--- config.mk ---
export PLATFORM = sky130hd
export DESIGN_NAME = trap_redirect_unit
export DESIGN_NICKNAME = d
export VERILOG_FILES = /design/src/rtl/trap_redirect_unit_pkg.sv /design/src/rtl/trap_redirect_unit_csr_file.sv /design/src/rtl/trap_redirect_unit.sv
export SDC_FILE = /design/constraint.sdc
export NUM_CORES = 1
export LEC_CHECK = 0
export CAP_MARGIN = 20
export CORE_ASPECT_RATIO = 1.25
export CORE_MARGIN = 3
export CORE_UTILIZATION = 50
export DETAILED_ROUTE_END_ITERATION = 16
export GPL_ROUTABILITY_DRIVEN = 0
export PLACE_DENSITY = 0.8
export SYNTH_ARGS = -nofsm -noshare
export SYNTH_HDL_FRONTEND = slang
export SYNTH_SLANG_ARGS = --single-unit
--- constraint.sdc ---
create_clock -name CLK -period 2.9 [get_ports CLK]
set_clock_uncertainty 0.1 [all_clocks]
set_input_delay 0.29 -clock CLK [delete_from_list [all_inputs] [get_ports CLK]]
set_output_delay 0.29 -clock CLK [all_outputs]
set_load 0.05 [all_outputs]
--- src/rtl/trap_redirect_unit_pkg.sv ---
// Shared constants for the writeback trap/redirect unit:
// CSR addresses, cause codes, PC mux encodings and mstatus bit positions.
package trap_redirect_unit_pkg;

    localparam logic [11:0] CSR_MSTATUS  = 12'h300;
    localparam logic [11:0] CSR_MTVEC    = 12'h305;
    localparam logic [11:0] CSR_MEPC     = 12'h341;
    localparam logic [11:0] CSR_MCAUSE   = 12'h342;
    localparam logic [11:0] CSR_MTVAL    = 12'h343;
    localparam logic [11:0] CSR_MCYCLE   = 12'hB00;
    localparam logic [11:0] CSR_MINSTRET = 12'hB02;

    localparam logic [63:0] CAUSE_IAM   = 64'd0;
    localparam logic [63:0] CAUSE_IAF   = 64'd1;
    localparam logic [63:0] CAUSE_II    = 64'd2;
    localparam logic [63:0] CAUSE_BP    = 64'd3;
    localparam logic [63:0] CAUSE_LAM   = 64'd4;
    localparam logic [63:0] CAUSE_SAM   = 64'd6;
    localparam logic [63:0] CAUSE_ECALL = 64'd11;

    typedef enum logic [1:0] {
        PCMUX_SEQ  = 2'd0,
        PCMUX_BR   = 2'd1,
        PCMUX_TRAP = 2'd2,
        PCMUX_MRET = 2'd3
    } pcmux_e;

    typedef enum logic {
        ST_RUN   = 1'b0,
        ST_FLUSH = 1'b1
    } state_e;

    localparam int MSTATUS_MIE    = 3;
    localparam int MSTATUS_MPIE   = 7;
    localparam int MSTATUS_MPP_LO = 11;
    localparam int MSTATUS_MPP_HI = 12;

endpackage

--- src/rtl/trap_redirect_unit_csr_file.sv ---
// Machine-mode trap CSRs: storage, write masking, counters and the
// combinational decode read port.
module trap_csr_file
    import trap_redirect_unit_pkg::*;
#(
    parameter logic [63:0] RESET_MTVEC = 64'h0000_0000_0000_0100
) (
    input  logic        clk,
    input  logic        reset,
    input  logic        trap,
    input  logic [63:0] trap_cause,
    input  logic [63:0] trap_epc,
    input  logic [63:0] trap_tval,
    input  logic        mret,
    input  logic        retire,
    input  logic        we,
    input  logic [11:0] waddr,
    input  logic [63:0] wdata,
    input  logic [11:0] raddr,
    output logic [63:0] rdata,
    output logic [63:0] mtvec,
    output logic [63:0] mepc,
    output logic [63:0] mcause
);

    logic        mie;
    logic        mpie;
    logic [63:0] mtval;
    logic [63:0] mcycle;
    logic [63:0] minstret;
    logic [63:0] mstatus_rd;

    logic wr_mstatus;
    logic wr_mtvec;
    logic wr_mepc;
    logic wr_mcause;
    logic wr_mtval;
    logic wr_mcycle;
    logic wr_minstret;

    assign wr_mstatus  = we && (waddr == CSR_MSTATUS);
    assign wr_mtvec    = we && (waddr == CSR_MTVEC);
    assign wr_mepc     = we && (waddr == CSR_MEPC);
    assign wr_mcause   = we && (waddr == CSR_MCAUSE);
    assign wr_mtval    = we && (waddr == CSR_MTVAL);
    assign wr_mcycle   = we && (waddr == CSR_MCYCLE);
    assign wr_minstret = we && (waddr == CSR_MINSTRET);

    // Assemble mstatus view: only MIE/MPIE are stored, MPP is fixed to M-mode.
    always_comb begin
        mstatus_rd = '0;
        mstatus_rd[MSTATUS_MIE] = mie;
        mstatus_rd[MSTATUS_MPIE] = mpie;
        mstatus_rd[MSTATUS_MPP_HI:MSTATUS_MPP_LO] = 2'b11;
    end

    // Decode read port; no forwarding of a same-cycle write.
    always_comb begin
        rdata = '0;
        unique case (raddr)
            CSR_MSTATUS:  rdata = mstatus_rd;
            CSR_MTVEC:    rdata = mtvec;
            CSR_MEPC:     rdata = mepc;
            CSR_MCAUSE:   rdata = mcause;
            CSR_MTVAL:    rdata = mtval;
            CSR_MCYCLE:   rdata = mcycle;
            CSR_MINSTRET: rdata = minstret;
            default:      rdata = '0;
        endcase
    end

    // Register update: traps and MRET take precedence over software writes.
    always_ff @(posedge clk) begin
        if (reset) begin
            mie      <= 1'b0;
            mpie     <= 1'b0;
            mtvec    <= RESET_MTVEC;
            mepc     <= '0;
            mcause   <= '0;
            mtval    <= '0;
            mcycle   <= '0;
            minstret <= '0;
        end else begin
            mcycle <= wr_mcycle ? wdata : mcycle + 64'd1;
            if (wr_minstret) begin
                minstret <= wdata;
            end else if (retire) begin
                minstret <= minstret + 64'd1;
            end
            if (trap) begin
                mepc   <= trap_epc;
                mcause <= trap_cause;
                mtval  <= trap_tval;
                mpie   <= mie;
                mie    <= 1'b0;
            end else if (mret) begin
                mie  <= mpie;
                mpie <= 1'b1;
            end else begin
                if (wr_mstatus) begin
                    mie  <= wdata[MSTATUS_MIE];
                    mpie <= wdata[MSTATUS_MPIE];
                end
                if (wr_mtvec)  mtvec  <= wdata & ~64'd3;
                if (wr_mepc)   mepc   <= wdata & ~64'd3;
                if (wr_mcause) mcause <= wdata;
                if (wr_mtval)  mtval  <= wdata;
            end
        end
    end

endmodule

--- src/rtl/trap_redirect_unit.sv ---
// Writeback-side trap/MRET/branch redirect producer with a fixed-length
// pipeline squash after trap and MRET redirects.
module trap_redirect_unit
    import trap_redirect_unit_pkg::*;
#(
    parameter int          FLUSH_CYCLES = 4,
    parameter logic [63:0] RESET_MTVEC  = 64'h0000_0000_0000_0100
) (
    input  logic        CLK,
    input  logic        RESET,
    input  logic        WB_V,
    input  logic [63:0] WB_PC,
    input  logic        WB_IAF,
    input  logic        WB_II,
    input  logic        WB_IAM,
    input  logic        WB_ECALL,
    input  logic        WB_EBREAK,
    input  logic        WB_LAM,
    input  logic        WB_SAM,
    input  logic [63:0] WB_TVAL,
    input  logic        WB_MRET,
    input  logic        WB_BR_TAKEN,
    input  logic [63:0] WB_BR_TARGET,
    input  logic        WB_CSR_WE,
    input  logic [11:0] WB_CSR_ADDR,
    input  logic [63:0] WB_CSR_WDATA,
    input  logic [11:0] DE_CSR_ADDR,
    output logic [63:0] DE_CSR_RDATA,
    output logic [63:0] DE_MTVEC,
    output logic [1:0]  WB_PC_MUX,
    output logic [63:0] WB_BR_JMP_PC,
    output logic        WB_FLUSH,
    output logic [63:0] WB_CAUSE
);

    localparam int CW = (FLUSH_CYCLES > 1) ? $clog2(FLUSH_CYCLES) : 1;

    state_e      state_q, state_d;
    logic [CW-1:0] cnt_q, cnt_d;
    pcmux_e      mux_q, mux_d;
    logic [63:0] pc_q, pc_d;
    logic        flush_q, flush_d;

    logic        exc;
    logic        tval_zero;
    logic [63:0] cause;
    logic        eff_v;
    logic        trap;
    logic        mret;
    logic        br;
    logic        retire;
    logic        csr_we;
    logic [63:0] mtvec;
    logic [63:0] mepc;

    // Fixed exception priority; only the winning cause is reported.
    always_comb begin
        exc = 1'b1;
        tval_zero = 1'b0;
        cause = '0;
        if (WB_IAF) begin
            cause = CAUSE_IAF;
        end else if (WB_II) begin
            cause = CAUSE_II;
        end else if (WB_IAM) begin
            cause = CAUSE_IAM;
        end else if (WB_EBREAK) begin
            cause = CAUSE_BP;
            tval_zero = 1'b1;
        end else if (WB_ECALL) begin
            cause = CAUSE_ECALL;
            tval_zero = 1'b1;
        end else if (WB_LAM) begin
            cause = CAUSE_LAM;
        end else if (WB_SAM) begin
            cause = CAUSE_SAM;
        end else begin
            exc = 1'b0;
        end
    end

    assign eff_v  = WB_V && (state_q == ST_RUN);
    assign trap   = eff_v && exc;
    assign mret   = eff_v && !exc && WB_MRET;
    assign br     = eff_v && !exc && !WB_MRET && WB_BR_TAKEN;
    assign retire = eff_v && !exc;
    assign csr_we = eff_v && !exc && !WB_MRET && WB_CSR_WE;

    trap_csr_file #(
        .RESET_MTVEC(RESET_MTVEC)
    ) u_csr (
        .clk        (CLK),
        .reset      (RESET),
        .trap       (trap),
        .trap_cause (cause),
        .trap_epc   (WB_PC & ~64'd3),
        .trap_tval  (tval_zero ? 64'd0 : WB_TVAL),
        .mret       (mret),
        .retire     (retire),
        .we         (csr_we),
        .waddr      (WB_CSR_ADDR),
        .wdata      (WB_CSR_WDATA),
        .raddr      (DE_CSR_ADDR),
        .rdata      (DE_CSR_RDATA),
        .mtvec      (mtvec),
        .mepc       (mepc),
        .mcause     (WB_CAUSE)
    );

    // Next-state and next redirect: redirect on trap/MRET/branch, then squash.
    always_comb begin
        state_d = state_q;
        cnt_d   = cnt_q;
        mux_d   = PCMUX_SEQ;
        pc_d    = pc_q;
        flush_d = 1'b0;
        unique case (state_q)
            ST_RUN: begin
                if (trap || mret) begin
                    state_d = ST_FLUSH;
                    cnt_d   = CW'(FLUSH_CYCLES - 1);
                    flush_d = 1'b1;
                    mux_d   = trap ? PCMUX_TRAP : PCMUX_MRET;
                    pc_d    = trap ? mtvec : mepc;
                end else if (br) begin
                    mux_d = PCMUX_BR;
                    pc_d  = WB_BR_TARGET;
                end
            end
            ST_FLUSH: begin
                if (cnt_q == '0) begin
                    state_d = ST_RUN;
                end else begin
                    cnt_d   = cnt_q - CW'(1);
                    flush_d = 1'b1;
                end
            end
            default: state_d = ST_RUN;
        endcase
    end

    // State, flush counter and registered redirect outputs.
    always_ff @(posedge CLK) begin
        if (RESET) begin
            state_q <= ST_RUN;
            cnt_q   <= '0;
            mux_q   <= PCMUX_SEQ;
            pc_q    <= '0;
            flush_q <= 1'b0;
        end else begin
            state_q <= state_d;
            cnt_q   <= cnt_d;
            mux_q   <= mux_d;
            pc_q    <= pc_d;
            flush_q <= flush_d;
        end
    end

    assign WB_PC_MUX    = mux_q;
    assign WB_BR_JMP_PC = pc_q;
    assign WB_FLUSH     = flush_q;
    assign DE_MTVEC     = mtvec;

endmodule

==> results.txt <==
- Outcome: complete, but fails checks
* Violated checks: setup timing
- Floorplan die height: roughly 250 µm
- Fraction of final layout cells with drive strength greater than 1: between 10% and 20%
- Maximum number of pins on one net before global-route repair: about 150
- Multi-input gate area: approximately 13,000 µm²
- Mux cell area share after synthesis: 5.43%
- Setup slack, reg-to-reg: approximately 160 ps
- Critical path startpoint category: input pin
- Max-capacitance violation count: 0
- Clock tree synthesis selected as its root buffer the cell sky130_fd_sc_hd__clkbuf_16.
- In the final layout, flip-flops and latches occupy 9030 µm².
* Flops & latches, synth: between 400 and 500
* Area growth, synth to finish: 42.0%
- Die ar.: 48,900 µm²
- X dimension of the die: 198 µm
* Complex-gate fraction of the synthesized area: between 20% and 30%
* Mean area per synthesized cell: roughly 8 µm²
- Main combinational cell family by area after synthesis: compound AO/OA/AOI/OAI gates
- GRT Residual Overflow: 0
- Timing would allow up to approximately 330 MHz.
- Final clock period utilization by the worst path: 103%
* CP Max Fanout: 29
- Number of placed instances with taps included: roughly 3,900
- Synthesized instance count: ~2,900
- The clock passes through at most 3 buffers.
* Routed via count: between 20,000 and 30,000
- The count of cells in the finished layout, fillers not included, comes to around 4,100.
* Site row count: 87
- Post-layout worst setup margin: -90.0 ps
- Half-perimeter wire length of the detailed placement result: between 60 and 70 mm
* Number of remaining DRC errors: 0
- Vias in the first global route: about 26,000
- The most common cell in the synthesized netlist is sky130_fd_sc_hd__nand2_1.
- Reg2Reg Depth: 6
- Commonest register cell after synthesis: sky130_fd_sc_hd__dfxtp_1
* Top-area cell type share of the netlist area: about two fifths
- The core region is approximately 45,000 µm².
- During placement, the flow inserted port buffers numbering between 500 and 600.
- The first detailed-routing pass took 6 iterations.
- IR analysis of the VDD net gives a maximum drop of ~400 µV.
- The cell area that synthesis handed to floorplanning was approximately 23,000 µm².
- Global routing consumed, over all layers together, 38.1% of the routing resources.
- In the synthesized netlist the async set-or-reset flop fraction comes to 0%.
- Simple-gate share of the synthesized area: 24.0%
- Hold Vio Cnt, Final: 0
- # IOs: around 550
- Effective utilization at floorplan: 50.9%
* Transition time at the pin with the least slew margin: about 700 ps
- The net count of the finished layout is approximately 3,700.
- The startpoint identified for the worst register-to-register timing path is u_csr.minstret[5]$_SDFFE_PP0P_.
- Setup violations remaining at the end of the flow were counted as 42.
* Post-route ant nets: 0
* Register area share after synthesis: between 30 and 40%
* Number of antenna violations at the first check in global routing: 3
* Power per Cell Area: around 480 nW/µm²
- CTS saw roughly 450 sinks.
- During synthesis, Yosys emitted a total of 0 warnings.
- STA classifies the critical path endpoint as an output pin.
- Max-slew violation count: 0
- Filler instances: ~3,300
- Detailed Route WL: between 90 and 100 mm
- Relative slew slack: around 53%
- Fin area: roughly 33,000 µm²
- The commonest cells after synthesis are sky130_fd_sc_hd__nand2_1 (597), sky130_fd_sc_hd__dfxtp_1 (451), sky130_fd_sc_hd__nor2_1 (277), sky130_fd_sc_hd__clkbuf_1 (189), sky130_fd_sc_hd__a21oi_1 (170).
* Unrepaired setup endpoints after global routing: true
- In this run, synthesis inferred 0 flip-flops with an integrated enable.
- Worst Path Class, Setup: in -> out
- After clock tree synthesis, the clock-pin slew on the worst setup and hold paths is around 70 ps.
- Post-synthesis share of cell area spent on full adders, half adders and majority gates: less than 1%
- The first routing iteration left between 3,000 and 4,000 violations.
- In this run the worst setup path terminates at DE_CSR_RDATA[3].
- Clock buffers created by TritonCTS: 45
* Leak Pwr: around 12 nW
- Startpoint of the most critical setup path: DE_CSR_ADDR[11]
* Minimum period implied by the final worst setup slack: roughly 3000 ps
- TritonCTS built the clock tree.
- Routed WL per cell: about 24 µm
- Sorting the synthesized cells by area gives the leading types as sky130_fd_sc_hd__dfxtp_1 (39%), sky130_fd_sc_hd__nand2_1 (9.7%), sky130_fd_sc_hd__a311oi_1 (4.8%).
* Via-to-Cell Ratio: around 6.6
* Critical R2R Capture: u_csr.minstret[59]$_SDFFE_PP0P_
* Data arrival, critical path: ~2600 ps
- Summing the areas of all xor and xnor instances in the mapped netlist gives about 2.4% of the synthesized area.
* Distinct cells, synth: 73
- H-tree Lvls: 2
- After detailed placement, the total cell area comes to a little over 30,000 µm².
- Type of the most critical hold path: in -> reg
- For this run, the share of the core covered by cells in the final layout is 72.3%.
- Wire length of the first global-routing pass: approximately 150 mm
* Cell taking the most area after synthesis: sky130_fd_sc_hd__dfxtp_1
- For the worst-skew pair, the clock arrives at the later sink with an insertion delay of approximately 570 ps.
- Data on the critical path is required at its endpoint by between 2000 and 3000 ps.
==> flip-flops by register name (all words and copies together), names as in the netlist, 62 cells and up <==
signal / cells
u_csr.mcause: 64
u_csr.mtvec: 62
u_csr.mtval: 64
WB_BR_JMP_PC: 64
u_csr.mepc: 62
u_csr.mcycle: 64
u_csr.minstret: 64
==> routing by layer <==
metal / GRT usage (%) / routed length [µm] / vias up
met2: 63.3 / 47400 / 1966
met5: 0 / 0 / -
li1: - / - / 11800
met3: 7.58 / 10200 / 469
met1: 44.6 / 34500 / 12600
met4: 25.1 / 7010 / 0
==> critical path: stages <==
cell	delay [ps]
sky130_fd_sc_hd__clkdlybuf4s50_1	560
sky130_fd_sc_hd__nor4bb_1	540
sky130_fd_sc_hd__nand2_1	170
sky130_fd_sc_hd__nor2_4	220
sky130_fd_sc_hd__buf_12	240
sky130_fd_sc_hd__nand2_1	100
sky130_fd_sc_hd__o221ai_1	100
sky130_fd_sc_hd__a221o_1	210
sky130_fd_sc_hd__buf_12	150
==> through the flow <==
| stage | setup WS [ps] | TNS (ps) | hold slack (ps) | power (mW) |
|---|---|---|---|---|
| after CTS | 5.92 | 0 | 1.81 | 15.7 |
| after global routing | -128 | -4380 | 25.0 | 16.1 |
| after floorplan | 117 | 0 | 314 | 8.07 |
| after global placement | -319 | -26430 | 357 | 9.21 |
| final | -90.0 | -1170 | 14.6 | 15.7 |
| after detailed placement | -468 | -42460 | 362 | 9.27 |
==> area by class of cell <==
| type | instances | share of cell area, % |
|---|---|---|
| timing repair buffer | 713 | 24.8 |
| clock buffer | 64 | 4.14 |
| sequential | 451 | 27.5 |
| antenna | 3 | 0.0229 |
| clock inverter | 20 | 0.873 |
| multi-input combinational | 2212 | 40.2 |
| tap | 578 | 2.20 |
| inverter | 20 | 0.229 |
==> layout by cell type (no fill, tap or decap), types with 108 or more instances in the layout <==
master / count
sky130_fd_sc_hd__clkdlybuf4s50_1: 473
sky130_fd_sc_hd__a21oi_1: 168
sky130_fd_sc_hd__nand2_1: 592
sky130_fd_sc_hd__buf_12: 111
sky130_fd_sc_hd__o21ai_0: 115
sky130_fd_sc_hd__buf_4: 108
sky130_fd_sc_hd__nor2_1: 273
sky130_fd_sc_hd__dfxtp_1: 450
sky130_fd_sc_hd__a311oi_1: 128
sky130_fd_sc_hd__nand3_1: 136
==> cell families (layout without fill, tap and decap cells) <==
family,count (synthesis),count (layout)
multiplexers,119,119
other,1,5
XOR/XNOR,63,63
adder cells (fa/ha/maj),3,3
AO/OA/AOI/OAI,784,784
AND/OR/NAND/NOR,1241,1241
buffers and inverters,276,817
flip-flops,451,451
==> how the worst min path moves through the flow <==
| stage | start | endpoint | slack [ps] | cells past startpoint |
|---|---|---|---|---|
| CTS | RESET | WB_PC_MUX[1]$_SDFF_PP0_ | 2 | 2 |
| floorplan | WB_CSR_WDATA[8] | u_csr.mtvec[8]$_SDFFE_PP1P_ | 310 | 2 |
| global placement | u_csr.mcause[18]$_SDFFE_PP0P_ | u_csr.mcause[18]$_SDFFE_PP0P_ | 360 | 2 |
| global route | RESET | WB_PC_MUX[1]$_SDFF_PP0_ | 20 | 2 |
| detailed placement | u_csr.mcause[33]$_SDFFE_PP0P_ | u_csr.mcause[33]$_SDFFE_PP0P_ | 360 | 2 |
| finish | RESET | WB_PC_MUX[1]$_SDFF_PP0_ | 10 | 2 |
==> repair_timing <==
action                                  CTS  global route
gates resized for setup                  49             7
endpoints found under the setup margin   64            71
hold buffers                              0             0
cloned                                    7             3
buffers inserted                         15             5
pin swaps                                14            39
==> power by group <==
group,leakage (nW),switching (mW),internal (mW)
clock,0.822,2.60,3.90
combinational,7.41,1.49,1.02
sequential,3.68,0.227,6.48
(Power assumes the default switching activity.)
